**config.mk**
```make
export PLATFORM = sky130hd
export DESIGN_NAME = multicycle_main_control
export DESIGN_NICKNAME = d
export VERILOG_FILES = /design/src/rtl/mc_ctrl_pkg.sv /design/src/rtl/mc_ctrl_outdec.sv /design/src/rtl/multicycle_main_control.sv
export SDC_FILE = /design/constraint.sdc
export NUM_CORES = 1
export LEC_CHECK = 0
export CORE_MARGIN = 8
export CORE_UTILIZATION = 46
export DETAILED_ROUTE_END_ITERATION = 7
export PLACE_DENSITY = 0.92
export SYNTH_ARGS = -nofsm -noshare
export SYNTH_HDL_FRONTEND = slang
export SYNTH_SLANG_ARGS = --single-unit
export TNS_END_PERCENT = 10
```
**constraint.sdc**
```tcl
create_clock -name clk -period 2 [get_ports clk]
set_clock_uncertainty 0.05 [all_clocks]
set_input_delay 0.2 -clock clk [delete_from_list [all_inputs] [get_ports clk]]
set_output_delay 0.2 -clock clk [all_outputs]
set_load 0.01 [all_outputs]
```
**src/rtl/mc_ctrl_pkg.sv**
```systemverilog
// Shared encodings for the multi-cycle MIPS main control FSM:
// state codes, opcodes, ALU/mux selector codes and the control bundle.
package mc_ctrl_pkg;

    typedef enum logic [3:0] {
        S_FETCH     = 4'd0,
        S_DECODE    = 4'd1,
        S_MEM_ADDR  = 4'd2,
        S_MEM_READ  = 4'd3,
        S_MEM_WB    = 4'd4,
        S_MEM_WRITE = 4'd5,
        S_R_EXEC    = 4'd6,
        S_R_WB      = 4'd7,
        S_BRANCH    = 4'd8,
        S_JUMP      = 4'd9,
        S_ADDI_EXEC = 4'd10,
        S_ADDI_WB   = 4'd11
    } state_e;

    localparam logic [5:0] OP_RTYPE = 6'b000000;
    localparam logic [5:0] OP_LW    = 6'b100011;
    localparam logic [5:0] OP_SW    = 6'b101011;
    localparam logic [5:0] OP_BEQ   = 6'b000100;
    localparam logic [5:0] OP_J     = 6'b000010;
    localparam logic [5:0] OP_ADDI  = 6'b001000;

    localparam logic [1:0] ALUOP_ADD   = 2'b00;
    localparam logic [1:0] ALUOP_SUB   = 2'b01;
    localparam logic [1:0] ALUOP_RTYPE = 2'b10;

    localparam logic [1:0] ALUSRCB_REG     = 2'b00;
    localparam logic [1:0] ALUSRCB_FOUR    = 2'b01;
    localparam logic [1:0] ALUSRCB_IMM     = 2'b10;
    localparam logic [1:0] ALUSRCB_IMM_SH2 = 2'b11;

    localparam logic [1:0] PCSRC_ALU    = 2'b00;
    localparam logic [1:0] PCSRC_ALUOUT = 2'b01;
    localparam logic [1:0] PCSRC_JUMP   = 2'b10;

    typedef struct packed {
        logic       pc_write;
        logic       pc_write_cond;
        logic       iord;
        logic       mem_read;
        logic       mem_write;
        logic       ir_write;
        logic       mem_to_reg;
        logic       reg_dst;
        logic       reg_write;
        logic       alu_src_a;
        logic [1:0] alu_src_b;
        logic [1:0] alu_op;
        logic [1:0] pc_source;
    } ctrl_t;

endpackage

```
**src/rtl/mc_ctrl_outdec.sv**
```systemverilog
// Combinational decode of FSM state (and mem_ready in FETCH) into datapath controls.
module mc_ctrl_outdec
    import mc_ctrl_pkg::*;
(
    input  state_e state_i,
    input  logic   mem_ready_i,
    output ctrl_t  ctrl_o
);

    always_comb begin
        ctrl_o = '0;
        case (state_i)
            S_FETCH: begin
                ctrl_o.mem_read  = 1'b1;
                ctrl_o.alu_src_b = ALUSRCB_FOUR;
                ctrl_o.alu_op    = ALUOP_ADD;
                ctrl_o.pc_source = PCSRC_ALU;
                ctrl_o.ir_write  = mem_ready_i;
                ctrl_o.pc_write  = mem_ready_i;
            end
            S_DECODE: begin
                ctrl_o.alu_src_b = ALUSRCB_IMM_SH2;
                ctrl_o.alu_op    = ALUOP_ADD;
            end
            S_MEM_ADDR, S_ADDI_EXEC: begin
                ctrl_o.alu_src_a = 1'b1;
                ctrl_o.alu_src_b = ALUSRCB_IMM;
                ctrl_o.alu_op    = ALUOP_ADD;
            end
            S_MEM_READ: begin
                ctrl_o.mem_read = 1'b1;
                ctrl_o.iord     = 1'b1;
            end
            S_MEM_WRITE: begin
                ctrl_o.mem_write = 1'b1;
                ctrl_o.iord      = 1'b1;
            end
            S_MEM_WB: begin
                ctrl_o.reg_write  = 1'b1;
                ctrl_o.mem_to_reg = 1'b1;
            end
            S_R_EXEC: begin
                ctrl_o.alu_src_a = 1'b1;
                ctrl_o.alu_src_b = ALUSRCB_REG;
                ctrl_o.alu_op    = ALUOP_RTYPE;
            end
            S_R_WB: begin
                ctrl_o.reg_write = 1'b1;
                ctrl_o.reg_dst   = 1'b1;
            end
            S_BRANCH: begin
                ctrl_o.alu_src_a     = 1'b1;
                ctrl_o.alu_src_b     = ALUSRCB_REG;
                ctrl_o.alu_op        = ALUOP_SUB;
                ctrl_o.pc_write_cond = 1'b1;
                ctrl_o.pc_source     = PCSRC_ALUOUT;
            end
            S_JUMP: begin
                ctrl_o.pc_write  = 1'b1;
                ctrl_o.pc_source = PCSRC_JUMP;
            end
            S_ADDI_WB: begin
                ctrl_o.reg_write = 1'b1;
            end
            default: ;
        endcase
    end

endmodule

```
**src/rtl/multicycle_main_control.sv**
```systemverilog
// Main control FSM for the multi-cycle MIPS datapath: instruction sequencing,
// retire/illegal pulses and the retired-instruction counter.
module multicycle_main_control
    import mc_ctrl_pkg::*;
#(
    parameter int unsigned CNT_W = 32
) (
    input  logic             clk,
    input  logic             reset,
    input  logic [5:0]       opcode,
    input  logic             mem_ready,
    output logic             PCWrite,
    output logic             PCWriteCond,
    output logic             IorD,
    output logic             MemRead,
    output logic             MemWrite,
    output logic             IRWrite,
    output logic             MemtoReg,
    output logic             RegDst,
    output logic             RegWrite,
    output logic             ALUSrcA,
    output logic [1:0]       ALUSrcB,
    output logic [1:0]       ALUOp,
    output logic [1:0]       PCSource,
    output logic [3:0]       state,
    output logic             retire,
    output logic             illegal_op,
    output logic [CNT_W-1:0] instr_count
);

    state_e           state_q, state_d;
    logic [CNT_W-1:0] cnt_q;
    ctrl_t            ctrl;

    always_ff @(posedge clk or posedge reset) begin
        if (reset) begin
            state_q <= S_FETCH;
            cnt_q   <= '0;
        end else begin
            state_q <= state_d;
            if (retire) cnt_q <= cnt_q + CNT_W'(1);
        end
    end

    always_comb begin
        state_d    = state_q;
        retire     = 1'b0;
        illegal_op = 1'b0;
        case (state_q)
            S_FETCH:     if (mem_ready) state_d = S_DECODE;
            S_DECODE: begin
                case (opcode)
                    OP_RTYPE:     state_d = S_R_EXEC;
                    OP_LW, OP_SW: state_d = S_MEM_ADDR;
                    OP_BEQ:       state_d = S_BRANCH;
                    OP_J:         state_d = S_JUMP;
                    OP_ADDI:      state_d = S_ADDI_EXEC;
                    default: begin
                        state_d    = S_FETCH;
                        illegal_op = 1'b1;
                    end
                endcase
            end
            S_MEM_ADDR:  state_d = (opcode == OP_LW) ? S_MEM_READ : S_MEM_WRITE;
            S_MEM_READ:  if (mem_ready) state_d = S_MEM_WB;
            S_MEM_WRITE: begin
                if (mem_ready) begin
                    state_d = S_FETCH;
                    retire  = 1'b1;
                end
            end
            S_R_EXEC:    state_d = S_R_WB;
            S_ADDI_EXEC: state_d = S_ADDI_WB;
            S_MEM_WB, S_R_WB, S_BRANCH, S_JUMP, S_ADDI_WB: begin
                state_d = S_FETCH;
                retire  = 1'b1;
            end
            // Codes 12-15 are unreachable; recover to FETCH.
            default:     state_d = S_FETCH;
        endcase
    end

    mc_ctrl_outdec u_outdec (
        .state_i     (state_q),
        .mem_ready_i (mem_ready),
        .ctrl_o      (ctrl)
    );

    assign PCWrite     = ctrl.pc_write;
    assign PCWriteCond = ctrl.pc_write_cond;
    assign IorD        = ctrl.iord;
    assign MemRead     = ctrl.mem_read;
    assign MemWrite    = ctrl.mem_write;
    assign IRWrite     = ctrl.ir_write;
    assign MemtoReg    = ctrl.mem_to_reg;
    assign RegDst      = ctrl.reg_dst;
    assign RegWrite    = ctrl.reg_write;
    assign ALUSrcA     = ctrl.alu_src_a;
    assign ALUSrcB     = ctrl.alu_src_b;
    assign ALUOp       = ctrl.alu_op;
    assign PCSource    = ctrl.pc_source;
    assign state       = state_q;
    assign instr_count = cnt_q;

endmodule

```
Yosys cells after proc, flatten, opt, wreduce, memory -nomap -nowiden:

Index checks and enable logic that the tools add are counted.

* flip-flop bits (word level): 36
* bits in latches: 0
* memory bits (writable): 0
* ROM bits: 0
* bits of input ports: 9
* output and inout bits: 54
* word-level logic and storage cells: 55
* memories kept: 0

* add/subtract/negate cells: 1
* multipliers: 0
* div/mod/pow operators: 0
* magnitude comparators: 0
* eq/ne operators: 19
* shift-type cells: 0
* muxes and demuxes: 22
* bitwise operators: 0
* reductions and logical operators: 11

Operators with widths (count)
* $pmux W4 S5: 2
* $add A32 B1 Y32 const B: 1
* $pmux W4 S7: 1
* $eq A4 B3 Y1 const B: 4
* $eq A4 B4 Y1 const B: 4
* $eq A6 B6 Y1 const B: 2
* $mux W1: 12
* $mux W4: 3
* $eq A4 B2 Y1 const B: 2
* $reduce_or A2 Y1: 4
* $eq A6 B2 Y1 const B: 1
* $eq A6 B3 Y1 const B: 1
* $eq A6 B4 Y1 const B: 1
* $logic_not A6 Y1: 1
* $ne A2 B2 Y1 const B: 3
* $reduce_or A6 Y1: 1
* $reduce_or A5 Y1: 1
* $eq A4 B1 Y1 const B: 1
* $logic_not A4 Y1: 1
* $pmux W1 S2: 2
* $pmux W2 S2: 1
* $reduce_or A4 Y1: 1
* $mux W3: 1
* $reduce_and A3 Y1: 1
* $reduce_or A3 Y1: 1

Depth between registers and ports, before layout:

Gate-level depths: netlist of the first run.

* depth in word-level cells: 4
* depth in mapped cells: 7
* gate-level depth less buffers: 5

By module:

From an unflattened synthesis of the first run, not the netlist that was laid out.

* cell total of the unflattened synthesis: 216
* area total of the unflattened synthesis: 2065.7 um^2

Modules (own cells, without submodules)
* multicycle_main_control: instances 1, cells each 184, area each 1853.0 um^2, seq. area each 900.9 um^2
* mc_ctrl_outdec: instances 1, cells each 32, area each 212.7 um^2, seq. area each 0.0 um^2

Least setup slack after synthesis of the first run:

OpenSTA, ideal clock, no wires.

* path kind: register to register
* start: register state_q[2], in the netlist state[2]
* end: register cnt_q[16], in the netlist instr_count[16]
* setup time: 0.079 ns
* data arrival time: 1.787 ns
* data required time: 1.871 ns
* slack: 0.084 ns
* cell stages (with the launch flop): 8
* buffers on the path: 2
* period minus slack after synthesis: 1.916 ns
* cell sequence: dfrtp_1 buf_6 nor4bb_1 a2111oi_2 buf_4 nand3_4 nor4_4 xor2_1

* word-level cells in the longest chain between the ends: 3
* elaborated cells between the ends (all ways): 8
* classes of those cells: eq/ne: 6; mux: 1; reduce/logical: 1

Ends and longest elaborated chain
* from (decl): RTL line multicycle_main_control.sv:31 `state_e state_q, state_d;`
* from (signal assigned): RTL line multicycle_main_control.sv:40 `state_q <= state_d;`
* $eq A4 B4 Y1 or $eq A4 B3 Y1 (tied branches): RTL line multicycle_main_control.sv:49 `case (state_q)`
* $reduce_or A5 Y1: RTL line multicycle_main_control.sv:49
* $pmux W1 S2 *: RTL line multicycle_main_control.sv:49
* net retire: RTL line multicycle_main_control.sv:26 `output logic retire,`
* to (signal assigned): RTL line multicycle_main_control.sv:41 `if (retire) cnt_q <= cnt_q + CNT_W'(1);`
* to (decl): RTL line multicycle_main_control.sv:32 `logic [CNT_W-1:0] cnt_q;`

Mark *: on every way through the listed nets, which the timed path passes. The rest lies on a longest branch.
A chain may end at the register's enable or synchronous reset.

Final worst setup path of the first run:

* start: register state_q[1], in the netlist state[1]
* end: output PCWrite

* word-level cells in the longest chain between the ends: 2
* elaborated cells between the ends (all ways): 3
* classes of those cells: eq/ne: 1; mux: 1; reduce/logical: 1

Ends and longest elaborated chain
* $eq A4 B4 Y1 or $logic_not A4 Y1 (tied branches): RTL line mc_ctrl_outdec.sv:12 `case (state_i)`
* $pmux W1 S2 *: RTL line mc_ctrl_outdec.sv:12
* to (decl): RTL line multicycle_main_control.sv:12 `output logic PCWrite,`

Mark *: on every way between the ends. The rest lies on a longest branch, timed or not.

==> impl_results.html, run 1 <==
<table>
<tr><th>Metric</th><th>Value</th></tr>
<tr><th colspan="2">Outcome</th></tr>
<tr><td>Result of the run</td><td>finished with violations</td></tr>
<tr><td>Violations in the final reports</td><td>negative setup slack</td></tr>
<tr><th colspan="2">Cells and area</th></tr>
<tr><td>Total area of multi-input combinational cells</td><td>1080 um2</td></tr>
<tr><td>Final instance count without filler cells</td><td>342</td></tr>
<tr><td>Antenna diode count</td><td>0</td></tr>
<tr><td>Layout net count</td><td>301</td></tr>
<tr><td>Post-synthesis to final-layout area growth</td><td>53.3%</td></tr>
<tr><td>Fillers</td><td>between 200 and 300</td></tr>
<tr><td>Area used by sequential logic in the layout</td><td>905 um2</td></tr>
<tr><td>Layout cell share with drive strength beyond 1</td><td>0.212</td></tr>
<tr><th colspan="2">Setup path</th></tr>
<tr><td>Worst setup EP type</td><td>output port</td></tr>
<tr><td>Data arrival time of the critical path</td><td>1.88 ns</td></tr>
<tr><td>Worst reg2reg startpoint</td><td>state[2]</td></tr>
<tr><td>Critical path class</td><td>reg2out</td></tr>
<tr><td>Maximum single-stage delay on the critical path</td><td>0.48 ns</td></tr>
<tr><td>Maximum net fanout on the critical path</td><td>6</td></tr>
<tr><td>Worst Setup Start Kind</td><td>flip-flop</td></tr>
<tr><td>Highest-delay cell along the critical path</td><td>clkdlybuf4s50_1</td></tr>
<tr><td>Data required time at the worst endpoint</td><td>1.75 ns</td></tr>
<tr><td>Ordered list of cells on the worst path</td><td>buf_4 &gt; nor2_1 &gt; and3_1 &gt; or2_2 &gt; clkdlybuf4s50_1</td></tr>
<tr><td>Source of the critical timing path</td><td>state[1]</td></tr>
<tr><th colspan="2">Timing</th></tr>
<tr><td>RSZ-0062 raised after global routing</td><td>yes</td></tr>
<tr><td>Minimum clock period after layout</td><td>2.13 ns</td></tr>
<tr><td>Fin. max-slew vios</td><td>0</td></tr>
<tr><td>Transition time at the pin with the least slew margin</td><td>0.446 ns</td></tr>
<tr><td>Setup tns final</td><td>-0.306 ns</td></tr>
<tr><td>Worst-case setup margin in the final layout</td><td>-0.127 ns</td></tr>
<tr><td>Final hold violations</td><td>0</td></tr>
<tr><td>Final Setup Violations</td><td>6</td></tr>
<tr><td>Tightest hold margin</td><td>~0.27 ns</td></tr>
<tr><td>Fmax achieved</td><td>about 470 MHz</td></tr>
<tr><td>Relative slew slack</td><td>0.702</td></tr>
<tr><td>Fraction of the cycle the final worst path needs</td><td>1.06</td></tr>
<tr><th colspan="2">Yosys</th></tr>
<tr><td>Library cell with the largest summed area after synthesis</td><td>dfrtp_1</td></tr>
<tr><td>Leading cell types by count after synthesis</td><td>36 x dfrtp_1, 25 x nor2_1, 18 x nand2_1</td></tr>
<tr><td>Portion of the post-synthesis area used by sequential elements</td><td>0.457</td></tr>
<tr><td>Number of library cell types mapped by synthesis</td><td>42</td></tr>
<tr><td>Post-Synth Adder-Cell Area</td><td>0.00635</td></tr>
<tr><td>Prevailing post-synth register cell</td><td>dfrtp_1</td></tr>
<tr><td>Average size of a mapped cell</td><td>between 9 and 10 um2</td></tr>
<tr><td>Number of synthesized register bits</td><td>36</td></tr>
<tr><td>Proportion of netlist area held by the largest area contributor</td><td>0.457</td></tr>
<tr><td>Simple-gate share of the synthesized area</td><td>0.281</td></tr>
<tr><td>Fraction of registers with async set/reset</td><td>1.00</td></tr>
<tr><td>Number of nets produced by synthesis</td><td>between 200 and 250</td></tr>
<tr><td>Xor/xnor cell area share of the yosys netlist</td><td>0.147</td></tr>
<tr><td>Compound-gate portion of the synthesized area</td><td>0.0610</td></tr>
<tr><td>Warning count from the yosys run</td><td>0</td></tr>
<tr><td>Cells taking the most area after synthesis</td><td>dfrtp_1 46%, xor2_1 7.6%, xnor2_1 7.1%</td></tr>
<tr><td>Combinational family with the most area after synthesis</td><td>simple AND/OR/NAND/NOR gates</td></tr>
<tr><td>Mapped cell area</td><td>1970 um2</td></tr>
<tr><td>Multiplexer fraction of the synthesized cell area</td><td>0.0108</td></tr>
<tr><td>Number of flops mapped to enable cells by yosys</td><td>0</td></tr>
<tr><td>Gate count of the mapped netlist</td><td>a little over 200</td></tr>
<tr><td>Most common cell in the netlist</td><td>dfrtp_1</td></tr>
<tr><th colspan="2">GRT</th></tr>
<tr><td>Overall Global Routing Usage</td><td>0.187</td></tr>
<tr><td>Number of antenna violations at the first check in global routing</td><td>0</td></tr>
<tr><td>Via count of the first global-routing pass</td><td>1,997</td></tr>
<tr><td>First-pass GRT wire length</td><td>9710 um</td></tr>
<tr><td>Leftover overflow at the end of global routing</td><td>0</td></tr>
<tr><td>Pin count of the biggest net entering global routing</td><td>37</td></tr>
<tr><th colspan="2">Floorplan</th></tr>
<tr><td>Placeable core area</td><td>4060 um2</td></tr>
<tr><td>Floorplan row count</td><td>23</td></tr>
<tr><td>Top-level port count</td><td>63</td></tr>
<tr><td>Die X</td><td>81.4 um</td></tr>
<tr><td>Vertical extent of the die</td><td>approximately 81 um</td></tr>
<tr><td>Effective utilization at floorplan</td><td>0.485</td></tr>
<tr><td>Die area</td><td>6630 um2</td></tr>
<tr><th colspan="2">Clock network</th></tr>
<tr><td>TritonCTS clock tree</td><td>built</td></tr>
<tr><td># hold bufs at CTS</td><td>0</td></tr>
<tr><td># H-tree levels</td><td>2</td></tr>
<tr><td>Worst-skew pair later-pin latency</td><td>0.29 ns</td></tr>
<tr><td>Clock sink count</td><td>36</td></tr>
<tr><td>Clk slew on worst S/H paths</td><td>~0.070 ns</td></tr>
<tr><td>TritonCTS Buffers</td><td>5</td></tr>
<tr><td>Clock root buffer</td><td>clkbuf_8</td></tr>
<tr><td>Largest buffer count on any clock path</td><td>2</td></tr>
<tr><th colspan="2">Drt</th></tr>
<tr><td>Wire length per cell after detailed routing</td><td>17.6 um</td></tr>
<tr><td>Wirelength, routed</td><td>about 6000 um</td></tr>
<tr><td>DRC violations left</td><td>0</td></tr>
<tr><td>Post-detailed-route count of antenna-violating nets</td><td>0</td></tr>
<tr><td>First-pass DRT Iterations</td><td>4</td></tr>
<tr><td>Vias</td><td>1,879</td></tr>
<tr><td>DRC violation total after the first TritonRoute iteration</td><td>141</td></tr>
<tr><td>Via count normalized by instance count</td><td>5.49</td></tr>
<tr><th colspan="2">Placement</th></tr>
<tr><td>Final estimated routing congestion in global placement</td><td>0.902</td></tr>
<tr><td>Cell Count Post-Placement</td><td>333</td></tr>
<tr><td>Count of buffers from port buffering</td><td>62</td></tr>
<tr><td>Worst Setup Slack post-DPL</td><td>-0.254 ns</td></tr>
<tr><td>Half-perimeter wire length of the detailed placement result</td><td>approximately 4200 um</td></tr>
<tr><th colspan="2">Power</th></tr>
<tr><td>Total power of the final layout</td><td>just under 0.002 W</td></tr>
<tr><td>Leakage</td><td>1.40 nW</td></tr>
<tr><td>Max VDD drop</td><td>~640 uV</td></tr>
<tr><td>Total power density per cell area</td><td>648 nW/um2</td></tr>
<tr><th colspan="2">Worst hold path</th></tr>
<tr><td>Path type of the worst min-delay path</td><td>in2async</td></tr>
<tr><th colspan="2">Job</th></tr>
<tr><td>Max_cap viols</td><td>0</td></tr>
</table>
## final timing paths
path	end	slack [ns]	cells past startpoint
setup / recovery	PCWrite	-0.13	5
hold / removal	instr_count[9]	0.27	3
setup reg to reg	instr_count[10]	-0.07	9
hold reg to reg	instr_count[31]	0.43	1
max in group asynchronous	state[3]	1.29	3
min in group clk	instr_count[31]	0.43	1
## layer usage
layer / GRT usage / wire, um
met4: 0.0929 / 130
met1: 0.210 / 2430
met2: 0.319 / 3080
met3: 0.0502 / 380
met5: 0 / 0
## layout by cell type, fill, tap and decap left out, drive strengths merged, types with 7 or more instances in the layout
| cell | Yosys | final |
|---|---|---|
| clkdlybuf4s50 | 0 | 45 |
| clkbuf | 4 | 8 |
| nor3 | 12 | 12 |
| nand3 | 13 | 13 |
| nand2 | 18 | 18 |
| xnor2 | 16 | 16 |
| dfrtp | 36 | 36 |
| buf | 4 | 26 |
| nand4 | 10 | 10 |
| xor2 | 17 | 17 |
| dlygate4sd2 | 0 | 11 |
| inv | 7 | 7 |
| nor2 | 25 | 25 |
## sequential cells by signal, indices dropped and copies added, names as in the netlist
| name | cells |
|---|---|
| state | 4 |
| instr_count | 32 |
## cells by family (layout without fill, tap and decap cells)
group / Yosys count / in the layout
compound gates: 17 / 17
xor+xnor: 33 / 33
fa+ha+maj: 1 / 1
buf+inv: 15 / 103
flops: 36 / 36
mux: 2 / 2
simple gates: 100 / 100
## power by group
part	internal (W)	switching (W)	total, W
logic	0.000223	0.000204	0.000427
clock network	0.000440	0.000268	0.000708
registers	0.000767	0.0000531	0.000820
total	0.00143	0.000526	0.00196
## area by class of cell
| class | instances | area share |
|---|---|---|
| clock buffer | 7 | 0.0319 |
| clock inverter | 1 | 0.00995 |
| inverter | 7 | 0.00870 |
| multi-input combinational | 153 | 0.358 |
| sequential | 36 | 0.300 |
| tap | 50 | 0.0207 |
| timing repair buffer | 88 | 0.271 |
## metrics by stage
stage | cell area [um2] | utilization
6_report | 3020 | 0.744
5_1_grt | 3020 | 0.744
2_1_floorplan | 1970 | -
3_3_place_gp | 2790 | 0.689
4_1_cts | 2980 | 0.733
3_5_place_dp | 2790 | 0.689
## what timing repair did
item                       CTS  global route
pin swaps                    6             1
hold endpoints to repair     0             0
resized for setup           27            20
setup endpoints to repair   31            31
setup buffers                1             0
## worst max-delay path, delay by kind of cell, from the launching register on
kind	cells	cell delay [ns]
buffers and inverters	2	0.64
and+or+nand+nor	3	0.50
DFF	1	0.44
No activity file was read; power rests on OpenSTA's default activity.
==> inputs of run 2 (changes only) <==
- GPL_TIMING_DRIVEN: not set -> 0
==> impl_results.html, run 2 (synthesis gave the netlist of run 1 again) <==
<table>
<tr><th>Metric</th><th>Value</th></tr>
<tr><th colspan="2">Outcome</th></tr>
<tr><td>Result of the run</td><td>finished with violations</td></tr>
<tr><td>Violations in the final reports</td><td>negative setup slack</td></tr>
<tr><th colspan="2">Floorplan</th></tr>
<tr><td>Top-level port count</td><td>63</td></tr>
<tr><td>Die X</td><td>~81 um</td></tr>
<tr><td>Effective utilization at floorplan</td><td>0.485</td></tr>
<tr><td>Die area</td><td>6630 um2</td></tr>
<tr><td>Placeable core area</td><td>around 4100 um2</td></tr>
<tr><td>Vertical extent of the die</td><td>81.4 um</td></tr>
<tr><td>Floorplan row count</td><td>23</td></tr>
<tr><th colspan="2">Setup path</th></tr>
<tr><td>Terminus of the critical flop-to-flop path</td><td>instr_count[14]</td></tr>
<tr><td>CP Capture Point</td><td>PCSource[0]</td></tr>
<tr><td>Highest-delay cell along the critical path</td><td>clkdlybuf4s50_1</td></tr>
<tr><td>CP bufs+invs</td><td>3</td></tr>
<tr><td>Critical path class</td><td>reg2out</td></tr>
<tr><td>Worst setup EP type</td><td>output port</td></tr>
<tr><td>Data required time at the worst endpoint</td><td>1.75 ns</td></tr>
<tr><td>Crit path top cell by count</td><td>buf_4</td></tr>
<tr><td>Data arrival time of the critical path</td><td>1.81 ns</td></tr>
<tr><td>Family with the most delay on the worst path</td><td>buffers and inverters</td></tr>
<tr><td>Worst reg2reg startpoint</td><td>state[1]</td></tr>
<tr><td>Maximum net fanout on the critical path</td><td>10</td></tr>
<tr><td>CP Depth</td><td>4</td></tr>
<tr><td>Worst Setup Start Kind</td><td>flip-flop</td></tr>
<tr><td>FF-to-FF setup slack</td><td>-0.01 ns</td></tr>
<tr><td>Source of the critical timing path</td><td>state[1]</td></tr>
<tr><td>Maximum single-stage delay on the critical path</td><td>approximately 0.53 ns</td></tr>
<tr><td>Count of cells along the worst register-to-register path</td><td>7</td></tr>
<tr><td>Ordered list of cells on the worst path</td><td>buf_4 &gt; nor3_4 &gt; buf_4 &gt; clkdlybuf4s50_1</td></tr>
<tr><th colspan="2">GRT</th></tr>
<tr><td>Pin count of the biggest net entering global routing</td><td>37</td></tr>
<tr><td>Number of antenna violations at the first check in global routing</td><td>0</td></tr>
<tr><td>Leftover overflow at the end of global routing</td><td>0</td></tr>
<tr><td>First-pass GRT wire length</td><td>slightly below 9000 um</td></tr>
<tr><td>Via count of the first global-routing pass</td><td>1,746</td></tr>
<tr><td>Overall Global Routing Usage</td><td>0.166</td></tr>
<tr><th colspan="2">Cells and area</th></tr>
<tr><td>Final core utilization</td><td>0.719</td></tr>
<tr><td>Commonest non-fill, non-tap cell in the layout</td><td>clkdlybuf4s50_1</td></tr>
<tr><td>Fillers</td><td>276</td></tr>
<tr><td>Highest-count cells in the layout ignoring fill and taps</td><td>46 x clkdlybuf4s50_1, 31 x dfrtp_1, 24 x nor2_1, 18 x nand2_1, 17 x xor2_1</td></tr>
<tr><td>Post-synthesis to final-layout area growth</td><td>48.2%</td></tr>
<tr><td>Antenna diode count</td><td>0</td></tr>
<tr><td>Layout net count</td><td>roughly 290</td></tr>
<tr><td>Number of flip-flops in the largest register</td><td>32</td></tr>
<tr><td>Layout cell share with drive strength beyond 1</td><td>0.176</td></tr>
<tr><th colspan="2">Timing</th></tr>
<tr><td>Fmax achieved</td><td>just under 500 MHz</td></tr>
<tr><td>Fin. max-slew vios</td><td>0</td></tr>
<tr><td>Worst-case setup margin in the final layout</td><td>-0.0604 ns</td></tr>
<tr><td>Transition time at the pin with the least slew margin</td><td>0.715 ns</td></tr>
<tr><td>RSZ-0062 raised after global routing</td><td>yes</td></tr>
<tr><td>Minimum clock period after layout</td><td>2.06 ns</td></tr>
<tr><td>Fraction of the cycle the final worst path needs</td><td>1.03</td></tr>
<tr><td>Relative slew slack</td><td>0.523</td></tr>
<tr><td>Final hold violations</td><td>0</td></tr>
<tr><td>Final Setup Violations</td><td>4</td></tr>
<tr><th colspan="2">Clock network</th></tr>
<tr><td>Clk slew on worst S/H paths</td><td>0.07 ns</td></tr>
<tr><td># H-tree levels</td><td>2</td></tr>
<tr><td>Clock root buffer</td><td>clkbuf_8</td></tr>
<tr><td>Clock sink count</td><td>36</td></tr>
<tr><td>TritonCTS Buffers</td><td>5</td></tr>
<tr><td>Worst-skew pair later-pin latency</td><td>0.29 ns</td></tr>
<tr><td>TritonCTS clock tree</td><td>built</td></tr>
<tr><td># hold bufs at CTS</td><td>0</td></tr>
<tr><td>Largest buffer count on any clock path</td><td>2</td></tr>
<tr><th colspan="2">Drt</th></tr>
<tr><td>Post-detailed-route count of antenna-violating nets</td><td>0</td></tr>
<tr><td>DRC violation total after the first TritonRoute iteration</td><td>80</td></tr>
<tr><td>Vias</td><td>~1,800</td></tr>
<tr><td>Via count normalized by instance count</td><td>between 5 and 6</td></tr>
<tr><td>Wirelength, routed</td><td>5430 um</td></tr>
<tr><td>DRC violations left</td><td>0</td></tr>
<tr><td>First-pass DRT Iterations</td><td>4</td></tr>
<tr><td>Wire length per cell after detailed routing</td><td>16.6 um</td></tr>
<tr><th colspan="2">Power</th></tr>
<tr><td>Leakage</td><td>between 1 and 1.5 nW</td></tr>
<tr><td>Total power density per cell area</td><td>630 nW/um2</td></tr>
<tr><td>Total power of the final layout</td><td>around 0.0018 W</td></tr>
<tr><td>Max VDD drop</td><td>roughly 780 uV</td></tr>
<tr><th colspan="2">Placement</th></tr>
<tr><td>Half-perimeter wire length of the detailed placement result</td><td>3720 um</td></tr>
<tr><td>Count of buffers from port buffering</td><td>62</td></tr>
<tr><td>Worst Setup Slack post-DPL</td><td>-0.340 ns</td></tr>
<tr><td>Final estimated routing congestion in global placement</td><td>0.861</td></tr>
<tr><th colspan="2">Job</th></tr>
<tr><td>Max_cap viols</td><td>0</td></tr>
<tr><th colspan="2">Worst hold path</th></tr>
<tr><td>Path type of the worst min-delay path</td><td>in2async</td></tr>
</table>
-- run 2: cell count changes in the layout (fill, tap and decap cells not counted), sizes merged --
cell / previous run / this run
buf: 26 / 9
clkbuf: 8 / 9
clkdlybuf4s15: 1 / 0
clkdlybuf4s50: 45 / 46
clkinv: 0 / 1
dlygate4sd2: 11 / 12
-- run 2: metrics by stage --
| step | TNS, ns | instances | instance area (um2) | hold slack (ns) |
|---|---|---|---|---|
| final | -0.139 | 328 | 2920 | 0.293 |
| after global routing | -0.984 | 328 | 2920 | 0.363 |
| after CTS | -0.274 | 327 | 2850 | 0.421 |
| after detailed placement | -4.00 | 316 | 2650 | 0.411 |
| after global placement | -3.21 | 316 | 2650 | 0.407 |
| after floorplan | 0 | 204 | 1970 | 0.317 |
-- run 2: worst min path at each step --
stage | end | slack, ns | depth (start not counted)
final | instr_count[11] | 0.29 | 2
after global routing | instr_count[11] | 0.36 | 2
after CTS | instr_count[31] | 0.42 | 1
after detailed placement | instr_count[31] | 0.41 | 1
after global placement | instr_count[31] | 0.41 | 1
after floorplan | instr_count[0] | 0.32 | 1
-- run 2: layout make-up --
class,count,area (um2),area share
clock inverter,2,35.0,0.0120
buffer,8,56.3,0.0193
inverter,7,26.3,0.00901
sequential,36,907,0.311
clock buffer,6,72.6,0.0249
multi-input combinational,153,1110,0.380
tap,50,62.6,0.0214
timing repair buffer,66,649,0.223
-- run 2: report_power, final --
part           internal, W  total, W  switching, W
Clock             0.000370  0.000627      0.000257
Combinational     0.000196  0.000388      0.000192
Sequential        0.000767  0.000824     0.0000564
-- run 2: routing by layer --
layer / track usage / wire length, um
met1: 0.200 / 2210
met2: 0.282 / 2850
met3: 0.0360 / 292
met4: 0.0643 / 80
met5: 0 / 0
-- run 2: repair_timing --
action | 4_1_cts | 5_1_grt
endpoints found under the setup margin | 22 | 30
setup buffers | 3 | 1
pin swaps | 2 | 1
resized for setup | 34 | 17
-- run 2: worst register-to-register path: cells and delay by family (launching register included) --
family	cells	cell delay, ns
AND/OR/NAND/NOR	3	0.61
flip-flops	1	0.47
AO/OA/AOI/OAI	1	0.31
XOR/XNOR	1	0.18
buffers and inverters	2	0.33
